## config.mk

```make
export PLATFORM = sky130hd
export DESIGN_NAME = fetch_sequencer
export DESIGN_NICKNAME = d
export VERILOG_FILES = /design/src/rtl/fetch_sequencer.sv
export SDC_FILE = /design/constraint.sdc
export NUM_CORES = 1
export LEC_CHECK = 0
export ABC_AREA = 1
export CAP_MARGIN = 20
export CORE_ASPECT_RATIO = 1.5
export CORE_UTILIZATION = 35
export DETAILED_ROUTE_END_ITERATION = 8
export PLACE_DENSITY = 0.84
export SLEW_MARGIN = 20
export SYNTH_ARGS = -nofsm -noshare
export SYNTH_HDL_FRONTEND = slang
export SYNTH_SLANG_ARGS = --single-unit
```

## constraint.sdc

```tcl
create_clock -name clk -period 1 [get_ports clk]
set_input_delay 0.25 -clock clk [delete_from_list [all_inputs] [get_ports clk]]
set_output_delay 0.25 -clock clk [all_outputs]
set_load 0.01 [all_outputs]
```

## src/rtl/fetch_sequencer.sv

```systemverilog
// fetch_sequencer: instruction fetch control FSM (T0, T1, T2, optional T3, EXEC) with a completed-fetch counter.
// Define FETCH_INDIRECT_EN to add the indirect-address cycle T3; the default build goes straight from T2 to EXEC.
module fetch_sequencer #(
  parameter int IR_W = 16
) (
  input  logic            clk,
  input  logic            clear,
  input  logic            start,
  input  logic            halt,
  input  logic            exec_done,
  input  logic [IR_W-1:0] ir_in,
  output logic            pc_read,
  output logic            pc_inc,
  output logic            ar_load,
  output logic            mem_read,
  output logic            ir_load,
  output logic            exec_start,
  output logic [2:0]      opcode,
  output logic            indirect,
  output logic            busy,
  output logic [7:0]      fetch_count
);

  localparam logic [2:0] S_IDLE   = 3'd0;
  localparam logic [2:0] S_T0     = 3'd1;
  localparam logic [2:0] S_T1     = 3'd2;
  localparam logic [2:0] S_T2     = 3'd3;
`ifdef FETCH_INDIRECT_EN
  localparam logic [2:0] S_T3     = 3'd4;
`endif
  localparam logic [2:0] S_EXEC   = 3'd5;
  localparam logic [2:0] S_HALTED = 3'd6;

  logic [2:0] state;
  logic [2:0] state_nxt;
  logic       exec_first;
  logic       ir_indirect;
  logic [2:0] ir_opcode;
  logic       unused_ir_bits;

  assign ir_indirect    = ir_in[IR_W-1];
  assign ir_opcode      = ir_in[IR_W-2:IR_W-4];
  assign unused_ir_bits = ^ir_in[IR_W-5:0];

  always_comb begin
    state_nxt = state;
    case (state)
      S_IDLE:   if (start) state_nxt = S_T0;
      S_T0:     state_nxt = S_T1;
      S_T1:     state_nxt = S_T2;
`ifdef FETCH_INDIRECT_EN
      S_T2:     state_nxt = ir_indirect ? S_T3 : S_EXEC;
      S_T3:     state_nxt = S_EXEC;
`else
      S_T2:     state_nxt = S_EXEC;
`endif
      S_EXEC:   if (exec_done) state_nxt = halt ? S_HALTED : S_T0;
      S_HALTED: state_nxt = S_HALTED;
      default:  state_nxt = S_IDLE;
    endcase
  end

  // exec_first marks the opening cycle of each EXEC visit so exec_start is a single pulse.
  always_ff @(posedge clk) begin
    if (clear) begin
      state       <= S_IDLE;
      exec_first  <= 1'b0;
      opcode      <= 3'd0;
      indirect    <= 1'b0;
      fetch_count <= 8'd0;
    end else begin
      state      <= state_nxt;
      exec_first <= (state_nxt == S_EXEC) && (state != S_EXEC);
      if (state == S_T2) begin
        opcode      <= ir_opcode;
        indirect    <= ir_indirect;
        fetch_count <= fetch_count + 8'd1;
      end
    end
  end

  always_comb begin
    pc_read    = (state == S_T0);
    pc_inc     = (state == S_T1);
    ir_load    = (state == S_T1);
`ifdef FETCH_INDIRECT_EN
    ar_load    = (state == S_T0) || (state == S_T3);
    mem_read   = (state == S_T1) || (state == S_T3);
`else
    ar_load    = (state == S_T0);
    mem_read   = (state == S_T1);
`endif
    exec_start = (state == S_EXEC) && exec_first;
    busy       = (state != S_IDLE) && (state != S_HALTED);
  end

endmodule

```

==> impl_metrics.toml <==
[global_route]
grtUsageTotal_pct = 20.6
grt_pass1_wl_um = 3500
antenna_found_initial = 0
grt_start_max_net_pins = 13
grt_pass1_vias = 867
gr-total-overflow = 0

[routing]
firstDrtPassIters = 3
routed_via_density = 4.72
drc_errors = 0
ant_nets = 0
avgRoutedWirePerCell_um = 13.1
drtIter0Drc = 18
routed_wl_um = 2570
via_count = 925

[floorplan]
coreArea_um2 = 2100
die_y_um = 60.8
rows = 20
die_w_um = 41.2
ios = 40
die_area_um2 = 2510
initial_core_util_pct = 38.4

[status]
violations = "negative setup slack"
outcome = "complete, but fails checks"

[placement]
port_buffers = 27
gp_congestion = 0.752
placedCellCount = 178
hpwl_um = 1470

[worst_setup_path]
cp-end-kind = "output port"
required_ns = 0.75
r2r-start = "state[2]"
crit_start = "state[1]"
reg2reg_slack_ns = -0.26
arrival_ns = 1.20
crit_chain = "inv_4, nor2_4, inv_4, nor2_4, nor2_1, buf_2"
critPathMaxStageDelay_ns = 0.39
cpMaxStageDelayCell = "dfxtp_4"
crit_type = "reg2out"
cp_max_fo = 3
worstSetupStartpointType = "flop"

[power_and_ir_drop]
power.internal_w = 0.00103
power_frac_seq_pct = 47.4
clockPowerShare_pct = 24.3
ir_drop_mv = 0.785
cellLeakagePower_nw = 0.718
combPwrFrac_pct = 28.3
p_sw_w = 0.000432
swShare_pct = 29.5
power.density_nw_per_um2 = 954

[clock_tree]
cts_tree = "done"
path_clk_slew_ns = 0.09
cts_buffer_depth = 2
cts_buffers = 3
cts_hold_buffers = 0
cts_root_buf = "clkbuf_4"
cts_sinks = 16
clk_latency_ns = 0.28
cts.htree.levels = 1

[job]
drv_cap = 0

[sta]
finalSetupTns_ns = -5.80
worstMarginPinSlew_ns = 0.260
fin_skew_ns = 0.00485
timing.final.crit_period_ns = 1.45
drv_slew = 0
fin_crit_sh_pct = 145
setup_ws_ns = -0.445
slew_headroom_pct = 82.7
hold_violations = 0
rsz0062_at_grt = "true"
finalSetupViolations = 25
max_freq_mhz = 692
hold_slack_ns = 0.501

[synthesis]
ys_seq_elements = 16
synthXorXnorAreaFrac_pct = 1.09
yosys.area_share.simple_pct = 34.9
synthAdderAreaFrac_pct = 1.55
synth_top_family_by_area = "simple AND/OR/NAND/NOR gates"
synth_compound_area_share_pct = 8.37
synth_cell_type_count = 20
synth_area_um2 = 807
yosysSeqAreaShare_pct = 39.7
synthesis.nets = 140
syn_inst = 118
yosysWarnings = 0
synth.avg_cell_area_um2 = 6.84
synthMuxAreaShare_pct = 0

[hold_path]
hold_class = "reg2reg"
min-delay-start = "opcode[0]"

[layout]
area_growth_pct = 89.8
num-nets-final = 197
diodes = 0
instances_no_fill = 196
drive_gt1_share_pct = 62.1
fill_cells = 161
## what timing repair did
| item | CTS | global route |
|---|---|---|
| endpoints found under the setup margin | 34 | 35 |
| pin swaps | 8 | 16 |
| buffers inserted | 9 | 6 |
| resized for setup | 121 | 37 |
## cell usage in the layout (no fill, tap or decap)
cell type        instances
clkbuf_1                 1
o21ai_1                  2
o21ai_2                  5
nand2_1                 15
ha_4                     1
nand3_4                  1
dfxtp_4                  5
dfxtp_2                 10
nor3_2                   1
clkdlybuf4s50_1          8
inv_8                    1
nor2_1                  16
nand3_1                  2
buf_4                   21
inv_1                   14
inv_4                    4
nand4_1                  2
buf_2                    4
dfxtp_1                  1
nor2_2                   9
nor2_4                   8
buf_6                   24
xor2_1                   1
a21oi_1                  2
clkbuf_4                 3
o21ai_0                  1
nor3_4                   1
a21oi_2                  2
nand2_2                  4
nand3_2                  2
o21a_1                   1
inv_2                    2
## synthesized netlist by cell type, drive strengths merged
library cell	n	area, µm²
a21oi	4	20.0
buf	4	33.8
clkbuf	1	3.75
dfxtp	16	320
ha	1	12.5
inv	21	78.8
nand2	19	71.3
nand3	5	37.5
nand4	2	12.5
nor2	33	139
nor3	2	21.3
o21a	1	7.51
o21ai	8	40.0
xor2	1	8.76
## power groups by stage
stage,Sequential [W],Combinational (W),Clock (W)
final,0.000692,0.000414,0.000356
after global routing,0.000696,0.000448,0.000401
after CTS,0.000687,0.000353,0.000369
after detailed placement,0.000696,0.000318,0
after global placement,0.000693,0.000308,0
after floorplan,0.000704,0.000160,0
## stage by stage
stage / power (W) / area, µm² / utilization [%] / worst slack, ns
CTS: 0.00141 / 1360 / 64.5 / -0.412
global placement: 0.00100 / 1220 / 58.0 / -0.451
detailed placement: 0.00101 / 1220 / 58.0 / -0.529
finish: 0.00146 / 1530 / 72.9 / -0.445
global route: 0.00154 / 1530 / 72.9 / -0.503
floorplan: 0.000864 / 847 / - / -0.0961
## flip-flops by register name (all words and copies together), names as in the netlist
name and flops:
indirect 1, state 3, fetch_count 8, opcode 3, exec_first 1
## cell families (layout without fill, tap and decap cells)
group	count (synthesis)	after routing
simple gates	61	61
buf+inv	26	82
flops	16	16
compound gates	13	13
fa+ha+maj	1	1
xor+xnor	1	1
## path summary, 6_finish.rpt
path                    endpoint  cells past startpoint
setup / recovery            busy                      6
hold reg to reg        opcode[0]                      2
hold / removal         opcode[0]                      2
setup reg to reg  fetch_count[5]                      7
## critical path: cells and delay by family, from the launching register on
family	cells	cell delay, ns
AND/OR/NAND/NOR	3	0.27
flip-flops	1	0.39
buffers and inverters	3	0.26
## metal layers
layer  global-route usage, %  share of wire, %  vias up
li1                        -                 -      467
met1                    19.5                37      431
met2                    41.1                59       23
met3                    2.56               2.8        4
met4                    6.91               1.2        0
met5                       0                 0        -
## area by class of cell
cell class | count | area (µm²) | share of cell area (%)
Clock buffer | 4 | 26.3 | 1.72
Inverter | 21 | 96.3 | 6.29
Multi-Input combinational cell | 76 | 502 | 32.8
Sequential cell | 16 | 352 | 23.0
Tap cell | 22 | 27.5 | 1.80
Timing Repair Buffer | 57 | 528 | 34.5
No activity file was read; power rests on OpenSTA's default activity.
